$ cat config.mk
export PLATFORM = sky130hd
export DESIGN_NAME = cell_bist_ctrl
export DESIGN_NICKNAME = d
export VERILOG_FILES = /design/src/rtl/cell_bist_pkg.sv /design/src/rtl/cell_bist_timer.sv /design/src/rtl/cell_bist_ctrl.sv
export SDC_FILE = /design/constraint.sdc
export NUM_CORES = 1
export LEC_CHECK = 0
export ABC_CLOCK_PERIOD_IN_PS = 2100
export CAP_MARGIN = 0
export CORE_ASPECT_RATIO = 0.75
export CORE_MARGIN = 2
export CORE_UTILIZATION = 53
export DETAILED_ROUTE_END_ITERATION = 10
export PLACE_DENSITY = 0.76
export SYNTH_ARGS = -nofsm -noshare
export SYNTH_HDL_FRONTEND = slang
export SYNTH_SLANG_ARGS = --single-unit
$ cat constraint.sdc
create_clock -name CK -period 2.1 [get_ports CK]
set_input_delay 0.42 -clock CK [delete_from_list [all_inputs] [get_ports CK]]
set_output_delay 0.42 -clock CK [all_outputs]
set_load 0.03 [all_outputs]
$ cat src/rtl/cell_bist_pkg.sv
// Shared constants for the 3-input cell BIST controller: FSM state encoding,
// the reference NAND3 truth table and counter widths.
package cell_bist_pkg;

  typedef enum logic [2:0] {
    S_IDLE   = 3'd0,
    S_APPLY  = 3'd1,
    S_SETTLE = 3'd2,
    S_SAMPLE = 3'd3,
    S_DONE   = 3'd4
  } state_t;

  // Bit i is the expected ZN for pattern index i = {A1,A2,A3}.
  localparam logic [7:0] NAND3_TRUTH = 8'h7F;

  localparam int         CNT_W    = 4;
  localparam logic [3:0] ERR_MAX  = 4'd8;
  localparam logic [2:0] LAST_IDX = 3'd7;

endpackage

$ cat src/rtl/cell_bist_timer.sv
// Settle down-counter: loaded once per pattern, counts while enabled and
// pulses o_expire in the last counting cycle.
module cell_bist_timer
  import cell_bist_pkg::*;
(
  input  logic             CK,
  input  logic             RN,
  input  logic             i_load,
  input  logic [CNT_W-1:0] i_load_val,
  input  logic             i_count,
  output logic             o_expire
);

  logic [CNT_W-1:0] r_cnt;

  always_ff @(posedge CK or negedge RN) begin
    if (!RN) begin
      r_cnt <= '0;
    end else if (i_load) begin
      r_cnt <= i_load_val;
    end else if (i_count && (r_cnt != '0)) begin
      r_cnt <= r_cnt - 1'b1;
    end
  end

  // A load of N gives exactly N enabled cycles, the last one with r_cnt==1.
  assign o_expire = i_count && (r_cnt == CNT_W'(1));

endmodule

$ cat src/rtl/cell_bist_ctrl.sv
// BIST controller for a 3-input cell: walks patterns 000..111, holds each for
// SETTLE_CYCLES, samples ZN against TRUTH and accumulates a failure map.
module cell_bist_ctrl
  import cell_bist_pkg::*;
#(
  parameter int         SETTLE_CYCLES = 2,   // legal range 1..15
  parameter logic [7:0] TRUTH         = NAND3_TRUTH
)(
  input  logic       CK,
  input  logic       RN,
  input  logic       start,
  input  logic       abort,
  output logic       A1,
  output logic       A2,
  output logic       A3,
  input  logic       ZN,
  output logic       busy,
  output logic       done,
  output logic       pass,
  output logic [7:0] fail_vec,
  output logic [3:0] err_cnt,
  output state_t     dbg_state
);

  // start and abort are level commands sampled on each rising edge; there is
  // no handshake: start is honoured only in IDLE/DONE, abort only while busy,
  // and abort wins when both are high.
  state_t     r_state;
  logic [2:0] r_idx;
  logic [2:0] r_a;
  logic       r_busy;
  logic       r_done;
  logic       r_pass;
  logic [7:0] r_fail_vec;
  logic [3:0] r_err_cnt;

  logic       w_expire;
  logic       w_mismatch;
  logic       w_in_run;
  logic [7:0] w_fail_next;

  cell_bist_timer u_timer (
    .CK         (CK),
    .RN         (RN),
    .i_load     (r_state == S_APPLY),
    .i_load_val (CNT_W'(SETTLE_CYCLES)),
    .i_count    (r_state == S_SETTLE),
    .o_expire   (w_expire)
  );

  // Case inequality so an X/Z response is never mistaken for a match.
  assign w_mismatch = (ZN !== TRUTH[r_idx]);
  assign w_in_run   = (r_state == S_APPLY) || (r_state == S_SETTLE) ||
                      (r_state == S_SAMPLE);

  always_comb begin
    w_fail_next        = r_fail_vec;
    w_fail_next[r_idx] = r_fail_vec[r_idx] | w_mismatch;
  end

  always_ff @(posedge CK or negedge RN) begin
    if (!RN) begin
      r_state    <= S_IDLE;
      r_idx      <= '0;
      r_a        <= '0;
      r_busy     <= 1'b0;
      r_done     <= 1'b0;
      r_pass     <= 1'b0;
      r_fail_vec <= '0;
      r_err_cnt  <= '0;
    end else if (w_in_run && abort) begin
      // Partial fail_vec/err_cnt are kept for post-mortem.
      r_state <= S_IDLE;
      r_a     <= '0;
      r_busy  <= 1'b0;
      r_done  <= 1'b0;
      r_pass  <= 1'b0;
    end else begin
      case (r_state)
        S_IDLE, S_DONE: begin
          if (start && !abort) begin
            r_state    <= S_APPLY;
            r_idx      <= '0;
            r_busy     <= 1'b1;
            r_done     <= 1'b0;
            r_pass     <= 1'b0;
            r_fail_vec <= '0;
            r_err_cnt  <= '0;
          end
        end
        S_APPLY: begin
          r_a     <= r_idx;
          r_state <= S_SETTLE;
        end
        S_SETTLE: begin
          if (w_expire) r_state <= S_SAMPLE;
        end
        S_SAMPLE: begin
          r_fail_vec <= w_fail_next;
          if (w_mismatch && (r_err_cnt != ERR_MAX)) r_err_cnt <= r_err_cnt + 4'd1;
          if (r_idx == LAST_IDX) begin
            r_state <= S_DONE;
            r_a     <= '0;
            r_busy  <= 1'b0;
            r_done  <= 1'b1;
            r_pass  <= (w_fail_next == 8'h00);
          end else begin
            r_idx   <= r_idx + 3'd1;
            r_state <= S_APPLY;
          end
        end
        default: begin
          r_state <= S_IDLE;
          r_a     <= '0;
          r_busy  <= 1'b0;
        end
      endcase
    end
  end

  assign A1        = r_a[2];
  assign A2        = r_a[1];
  assign A3        = r_a[0];
  assign busy      = r_busy;
  assign done      = r_done;
  assign pass      = r_pass;
  assign fail_vec  = r_fail_vec;
  assign err_cnt   = r_err_cnt;
  assign dbg_state = r_state;

endmodule
## Yosys cells after proc, flatten, opt, wreduce, memory -nomap -nowiden

Memories as Yosys holds them, arrays and structs flattened.
Index checks and enable logic that the tools add are counted.

| operators by class | value |
|---|---|
| add/sub/neg operators | 3 |
| magnitude comparators | 2 |
| equal/unequal tests | 16 |
| mux-type cells | 35 |
| bitwise logic cells | 2 |
| reduce and logical (&&, ||, !) cells | 25 |

Operators with widths:

| operator | number |
|---|---|
| $mux W3 | 8 |
| $mux W4 | 4 |
| $pmux W8 S2 | 1 |
| $pmux W3 S4 | 1 |
| $mux W1 | 11 |
| $pmux W3 S3 | 1 |
| $reduce_and A3 Y1 | 3 |
| $bwmux W8 | 1 |
| $logic_not A8 Y1 | 1 |
| $mux W8 | 1 |
| $pmux W4 S2 | 1 |
| $reduce_and A4 Y1 | 2 |
| $eq A3 B2 Y1 const B | 2 |
| $eq A3 B3 Y1 const B | 2 |
| $logic_and A1 B1 Y1 | 6 |
| $ne A2 B1 Y1 const B | 3 |
| $ne A3 B3 Y1 const B | 2 |
| $pmux W3 S2 | 1 |
| $add A4 B1 Y4 const B | 1 |
| $eq A4 B1 Y1 const B | 1 |
| $lt A3 B4 Y1 const B | 1 |
| $ne A2 B2 Y1 const B | 2 |
| $ne A4 B4 Y1 const B | 1 |
| $pmux W1 S2 | 2 |
| other kinds (20) | 24 |

| storage, ports and cells | value |
|---|---|
| flip-flop bits (word level) | 28 |
| memory bits (read-only) | 8 |
| input port bits | 5 |
| word-level logic and storage cells | 93 |
| memories kept | 1 |

Memory list:

| name | words | bits a word | rd ports | clocked after memory_dff | wr ports | line | source |
|---|---|---|---|---|---|---|---|
| (name not given) | 8 | 1 | 1 | 0 | 0 | cell_bist_ctrl.sv:52 | `assign w_mismatch = (ZN !== TRUTH[r_idx]);` |

## Longest topological paths before layout

Gate-level depths: netlist (run 1).

| logic depth | value |
|---|---|
| word-level depth | 9 |
| mapped depth | 7 |
| depth with buffers taken out | 7 |

## Modules after synthesis

From an unflattened synthesis (run 1), not the netlist that was laid out.

| second synthesis, totals | value |
|---|---|
| cells, all modules | 188 |
| area, all modules | 1714.1 µm² |

By module, submodules not included:

| module | times used | cells an instance | area each (µm²) | seq. area each (µm²) |
|---|---|---|---|---|
| cell_bist_ctrl | 1 | 158 | 1447.6 | 600.6 |
| cell_bist_timer | 1 | 30 | 266.5 | 100.1 |

## Least setup slack after synthesis (run 1)

No wires, ideal clock.

| timing path | value |
|---|---|
| kind | register to register |
| from | reg r_idx[1] |
| to | reg r_fail_vec[6], in the netlist fail_vec[6] |
| arrival | 1737 ps |
| required time | 2024 ps |
| path slack | 287 ps |
| cell stages (with the launch flop) | 8 |
| path buffers | 0 |
| period minus slack after synthesis | 1813 ps |
| cell sequence | dfrtp_1 > ha_1 > ha_1 > xnor2_1 > a21oi_1 > o221a_1 > or3_4 > o21ai_1 |

| between the ends | value |
|---|---|
| longest elaborated chain between the ends | 6 |
| elaborated cells on any way between the ends | 13 |

RTL lines:

| element | line | source |
|---|---|---|
| start, declared | cell_bist_ctrl.sv:29 | `logic [2:0] r_idx;` |
| start signal, assigned | cell_bist_ctrl.sv:108 | `r_idx <= r_idx + 3'd1;` |
| $lt A3 B4 Y1 (not written as such), or another cell as far along | cell_bist_ctrl.sv:58 | `w_fail_next[r_idx] = r_fail_vec[r_idx] \| w_mismatch;` |
| $logic_and A1 B1 Y1 (not written as such) or $mux W1 (tied branches) | cell_bist_ctrl.sv:58, cell_bist_ctrl.sv:52 |  |
| $mux W1 (not written as such) or $nex A1 B1 Y1 (tied branches) | cell_bist_ctrl.sv:58, cell_bist_ctrl.sv:52 |  |
| $demux W1 S3 or $or A1 B1 Y1 (tied branches) | cell_bist_ctrl.sv:58 |  |
| $bwmux W8 (*) | cell_bist_ctrl.sv:58 |  |
| $pmux W8 S2 (*) | cell_bist_ctrl.sv:79 | `case (r_state)` |
| end signal, assigned | cell_bist_ctrl.sv:99 | `r_fail_vec <= w_fail_next;` |
| end, declared | cell_bist_ctrl.sv:34 | `logic [7:0] r_fail_vec;` |

Mark *: on every way between the ends. The rest lies on a longest branch, timed or not. The select of a mux whose other input is x is not followed.
A chain may end at the register's enable or synchronous reset.

## Worst setup path in the final report (run 1)

| timing path | value |
|---|---|
| from | reg r_idx[0] |
| to | reg r_fail_vec[6], in the netlist fail_vec[6] |

Same word-level chain as after synthesis.

==> results.md, run 1 <==
* Cell chain of the critical path: ha_1 > ha_1 > xnor2_1 > a21oi_1 > o221a_1 > or3_4 > o21ai_1
* Synth Area in Adders at 0.0615
* Detailed Route Iter0 Violations at 95
* IO buf count at 25
* Post-synth EDFFs at 0
* Synthesized area at 1630 um2
* Fmax at 495 MHz
* Syn Area/Cell at 9.36 um2
* Detail Route Antenna Nets at 0
* WP buf/inv at 0
* Setup Skew at 0.0112 ns
* P per Cell Area at 667 nW/um2
* Maximum VDD drop at 483 uV
* DP HPWL at 2730 um
* # hold bufs at CTS at 0
* P&R area growth vs syn at 22.8%
* Crit-path leading delay family: adder cells
* Main synth FF type: dfrtp_1
* Result of the run: finished clean
* Initial DRT Pass Iterations at 4
* Starting Density at 0.555
* Arrival @ worst endpoint at 2.23 ns
* Worst path max stage delay at 0.39 ns
* Via-per-instance ratio at 5.85
* Most common cell after layout, fill and taps aside: dfrtp_1
* Core Region at 2940 um2
* Drc violations at 0
* Final Non-Filler Cells at 239
* Clk_lat worst skew at 0.28 ns
* Final TNS setup at 0 ns
* Buffer type at the clock tree root: clkbuf_8
* Footprint of the multi-input gates at 842 um2
* Vias in the first global route at 1377
* Placed insts at 235
* Synth Area in Simple Gates at 0.156
* Max clock buf depth at 2
* Filler cells at 225
* Post-synth ARST share at 1.00
* DR WL/cell at 16.1 um
* Leakage at 0.893 nW
* Synth Net Count at 187
* Combinational family with the most area after synthesis: compound AO/OA/AOI/OAI gates
* Post-Synth XOR/XNOR Area at 0.0269
* Synthesized flop and latch total at 28
* Register area share after synthesis at 0.430
* Most common cell on crit path: ha_1
* CP max-delay cell: dfrtp_1
* CTS Buf Count at 3
* Hold Path Class: in2async
* Register area at 702 um2
* Dpl cell area at 1940 um2
* Initial antenna violation count at 0
* Max cap viols at 0
* Final instance area at 2000 um2
* Slew @ Worst Pin at 0.372 ns
* Critical Path RT at 2.31 ns
* Final min period at 2.02 ns
* Synth Area in Compound Gates at 0.233
* Global route overflow at 0
* CP max FO at 3
* Placement Rows at 17
* Largest net degree at the start of global routing at 29
* N_diodes at 0
* Routed vias at 1399
* Final #Nets at 215
* CTS sink cnt at 28
* Crit. Startpoint: r_idx[0]
* Yosys warnings at 0
* Die Area at 3540 um2
* Crit path capture type: register
* CTS tree: yes
* Startpoint types: register
* Synth cell types at 43
* Most frequent cells in the layout: dfrtp_1, clkdlybuf4s50_1, nor2_1
* Die X at 68.0 um
* Max Transition Viols Final at 0
* First-pass GRT wire length at 6470 um
* Final period util at 0.963
* Final Hold Fails at 0
* GPL Wtd Cong at 0.876
* Ports at 26
* GR Util All Layers at 0.246
* Worst rel slew slack at 0.752
* Final WL at 3840 um
* Setup Fix Bufs, Post-CTS at 0
* R2R Path Start: r_idx[0]
* Clock slew at reported path FFs at 0.10 ns
* Fraction of layout cells with a size suffix above 1 at 0.0995
* Post-synthesis mux area share at 0.0400
* Setup Crit Path Kind: reg2reg
* Final core occ at 0.681
* Cells after Synth at 174
* Die Y at 52.0 um
* RSZ-0062 raised after global routing: no
* Setup-failing EPs final at 0
* Htree depth at 1
## metal layers
metal,global-route usage,part of all wire,up-vias
li1,-,-,675
met1,0.355,0.49,678
met2,0.369,0.46,42
met3,0.0584,0.052,4
met4,0.0667,0.0060,0
met5,0,0,-
## cells by family after synthesis
family | count (synthesis)
mux | 6
xor+xnor | 5
buf+inv | 20
fa+ha+maj | 8
simple gates | 52
compound gates | 55
flops | 28
## stage by stage
stage | hold WS (ns) | setup WS, ns | power [mW]
floorplan | 0.124 | 0.287 | 0.882
global placement | 0.490 | 0.109 | 0.977
detailed placement | 0.481 | 0.0612 | 1.00
CTS | 0.521 | 0.0490 | 1.33
global route | 0.532 | 0.00529 | 1.41
finish | 0.513 | 0.0785 | 1.33
## power breakdown
part           total, mW  internal, mW  switching, mW
logic              0.339         0.144          0.195
registers          0.654         0.593         0.0616
clock network      0.340         0.168          0.171
## flip-flops by register name, indices dropped and copies added, names as in the netlist
name,cells
r_a,3
busy,1
pass,1
u_timer.r_cnt,4
err_cnt,4
done,1
r_idx,3
dbg_state,3
fail_vec,8
## path summary, 6_finish.rpt
path,endpoint,slack [ns],cells after the start
max,fail_vec[6],0.08,7
min reg2reg,r_a[1],0.52,1
min in group CK,r_a[1],0.52,1
max in group asynchronous,dbg_state[0],1.30,2
min,fail_vec[3],0.51,2
max reg2reg,fail_vec[6],0.08,7
## cell type report
| cell class | count | share of cell area |
|---|---|---|
| multi-input cells | 126 | 0.421 |
| flip-flops and latches | 28 | 0.351 |
| repair buffers | 34 | 0.159 |
| inverters | 9 | 0.0169 |
| well taps | 38 | 0.0238 |
| clock buffers | 4 | 0.0276 |
## Yosys cell counts, types with 2 or more instances
cell,count,share of area
ha_1,8,0.061
mux2i_1,2,0.012
a32oi_1,2,0.011
o21ai_1,4,0.012
o221ai_1,3,0.016
clkbuf_1,4,0.0092
nand2_1,11,0.025
o21a_1,2,0.0092
o21bai_1,2,0.0092
a21o_1,4,0.018
buf_2,5,0.015
a2111o_1,2,0.014
o31ai_1,2,0.0092
inv_1,9,0.021
mux2_2,4,0.028
dfrtp_1,28,0.43
nor2_1,22,0.051
o21ai_0,16,0.049
xnor2_1,5,0.027
a31oi_1,2,0.0077
a21oi_1,4,0.012
nor3_1,2,0.0061
a22o_1,6,0.032
nand2b_1,3,0.012
nand3_1,4,0.012
## worst register-to-register path: stages, from the launching register on
cell and delay (ns):
dfrtp_1 0.39, ha_1 0.22, ha_1 0.21, xnor2_1 0.32, a21oi_1 0.11, o221a_1 0.16, or3_4 0.39, o21ai_1 0.15
## timing repair
item,4_1_cts,5_1_grt
endpoints found under the hold margin,0,0
gates resized for setup,0,1
setup endpoints to repair,0,1
Power figures use the tool's default switching activity.
==> run 2, diff against run 1 <==
--- a/config.mk
+++ b/config.mk
@@ -7,11 +7,12 @@
 export LEC_CHECK = 0
 export ABC_CLOCK_PERIOD_IN_PS = 2100
 export CAP_MARGIN = 0
-export CORE_ASPECT_RATIO = 0.75
+export CORE_ASPECT_RATIO = 1.5
 export CORE_MARGIN = 2
 export CORE_UTILIZATION = 53
 export DETAILED_ROUTE_END_ITERATION = 10
 export PLACE_DENSITY = 0.76
+export SETUP_SLACK_MARGIN = 0.2
 export SYNTH_ARGS = -nofsm -noshare
 export SYNTH_HDL_FRONTEND = slang
 export SYNTH_SLANG_ARGS = --single-unit
==> results.md, run 2 (synthesized netlist as in run 1, its figures left out) <==
* R2R Path End: fail_vec[4]
* Path depth of the worst reg2reg path at 6
* N_diodes at 0
* Starting Density at 0.559
* Final TNS setup at 0 ns
* Final WL at 4040 um
* DP HPWL at 3010 um
* Most frequent cells in the layout: dfrtp_1, clkdlybuf4s50_1, nor2_1
* Routing usage on met2 at 0.456
* Final period util at 0.871
* Startpoint types: register
* CTS sink cnt at 28
* Routing usage on met3 at 0.0292
* RSZ-0062 raised after global routing: yes
* GR Util All Layers at 0.249
* Buffer type at the clock tree root: clkbuf_8
* Reg-to-reg slack, setup at 0.28 ns
* WP buf/inv at 1
* Worst hold slack at 0.497 ns
* Footprint of the multi-input gates at 860 um2
* Maximum VDD drop at 764 uV
* Max reg flops at 8
* DR WL/cell at 16.6 um
* Filler cells at 232
* Routed vias at 1448
* Global route overflow at 0
* Leakage at 0.940 nW
* Cell chain of the critical path: clkdlybuf4s50_1
* CTS tree: yes
* Max cap viols at 0
* Result of the run: finished clean
* Die Y at 71.9 um
* CP max-delay cell: clkdlybuf4s50_1
* R2R Path Start: r_idx[2]
* Worst rel slew slack at 0.747
* Crit. Startpoint: err_cnt[1]
* Clk_lat worst skew at 0.28 ns
* Register area at 702 um2
* Clock slew at reported path FFs at 0.10 ns
* Placement Rows at 24
* Detailed Route Iter0 Violations at 30
* Setup Skew at 0.00865 ns
* Fmax at 547 MHz
* Initial DRT Pass Iterations at 4
* Final Hold Fails at 0
* Setup Crit Path Kind: reg2out
* GPL Wtd Cong at 0.889
* P per Cell Area at 692 nW/um2
* Die Area at 3540 um2
* Crit-path leading delay family: buffers and inverters
* Final min period at 1.83 ns
* Detail Route Antenna Nets at 0
* Vias in the first global route at 1474
* Htree depth at 1
* Crit path capture type: primary output
* Max Transition Viols Final at 0
* Worst path max stage delay at 0.70 ns
* Grt peak-use layer: met2
* P&R area growth vs syn at 26.8%
* Max clock buf depth at 2
* Ports at 26
* First-pass GRT wire length at 6870 um
* IO buf count at 25
* CTS Buf Count at 3
* Core Region at 2910 um2
* Slew @ Worst Pin at 0.380 ns
* Setup Fix Bufs, Post-CTS at 0
* Hold Path Class: in2async
* Fraction of layout cells with a size suffix above 1 at 0.137
* Initial antenna violation count at 0
* Met1 usage at 0.296
* Critical Path RT at 1.68 ns
* Drc violations at 0
* Via-per-instance ratio at 5.93
* Largest net degree at the start of global routing at 29
* Most common cell after layout, fill and taps aside: dfrtp_1
* Setup-failing EPs final at 0
* Arrival @ worst endpoint at 1.41 ns
* Die X at 49.3 um
* Final #Nets at 219
* CP max FO at 5
[run 2: worst max path at each step]
stage / to / depth (start not counted) / slack (ns)
floorplan: fail_vec[6] / 7 / 0.29
global placement: pass / 6 / 0.1
detailed placement: pass / 6 / 0.05
CTS: dbg_state[0] / 1 / 0.17
global route: fail_vec[6] / 7 / 0.18
finish: err_cnt[1] / 1 / 0.27
[run 2: timing repair]
action | in CTS | in global routing
pin swaps | 0 | 1
gates resized for setup | 3 | 4
hold buffers | 0 | 0
setup endpoints to repair | 6 | 10
[run 2: power breakdown]
| group | internal [mW] | leakage (nW) | switching, mW |
|---|---|---|---|
| registers | 0.593 | 0.381 | 0.0627 |
| logic | 0.145 | 0.523 | 0.194 |
| clock network | 0.256 | 0.0357 | 0.178 |
| total | 0.994 | 0.940 | 0.434 |
[run 2: routing by layer]
metal  up-vias  wire length [um]
met2        34              2190
met1       723              1650
met5         -                 0
met3         8               126
met4         0                76
li1        683                 -
[run 2: cell type report]
| class | instances | area share |
|---|---|---|
| well taps | 39 | 0.0236 |
| multi-input cells | 126 | 0.416 |
| inverters | 9 | 0.0164 |
| clock buffers | 3 | 0.0200 |
| flip-flops and latches | 28 | 0.340 |
| clock inverters | 1 | 0.0145 |
| repair buffers | 38 | 0.169 |
[run 2: stage by stage]
stage | setup slack (ns) | util | area, um2 | instances | total power [mW]
6_report | 0.272 | 0.709 | 2060 | 244 | 1.43
5_1_grt | 0.184 | 0.709 | 2060 | 244 | 1.50
4_1_cts | 0.175 | 0.704 | 2050 | 244 | 1.43
3_5_place_dp | 0.0523 | 0.677 | 1970 | 240 | 1.01
3_3_place_gp | 0.0995 | 0.677 | 1970 | 240 | 0.984
2_1_floorplan | 0.287 | - | 1630 | 174 | 0.882
[run 2: worst register-to-register path: stages, from the launching register on]
cell and delay, ns:
dfrtp_1 0.40, buf_4 0.19, mux2i_1 0.13, mux2_2 0.29, o221a_1 0.25, or3_4 0.38, o21ai_1 0.12
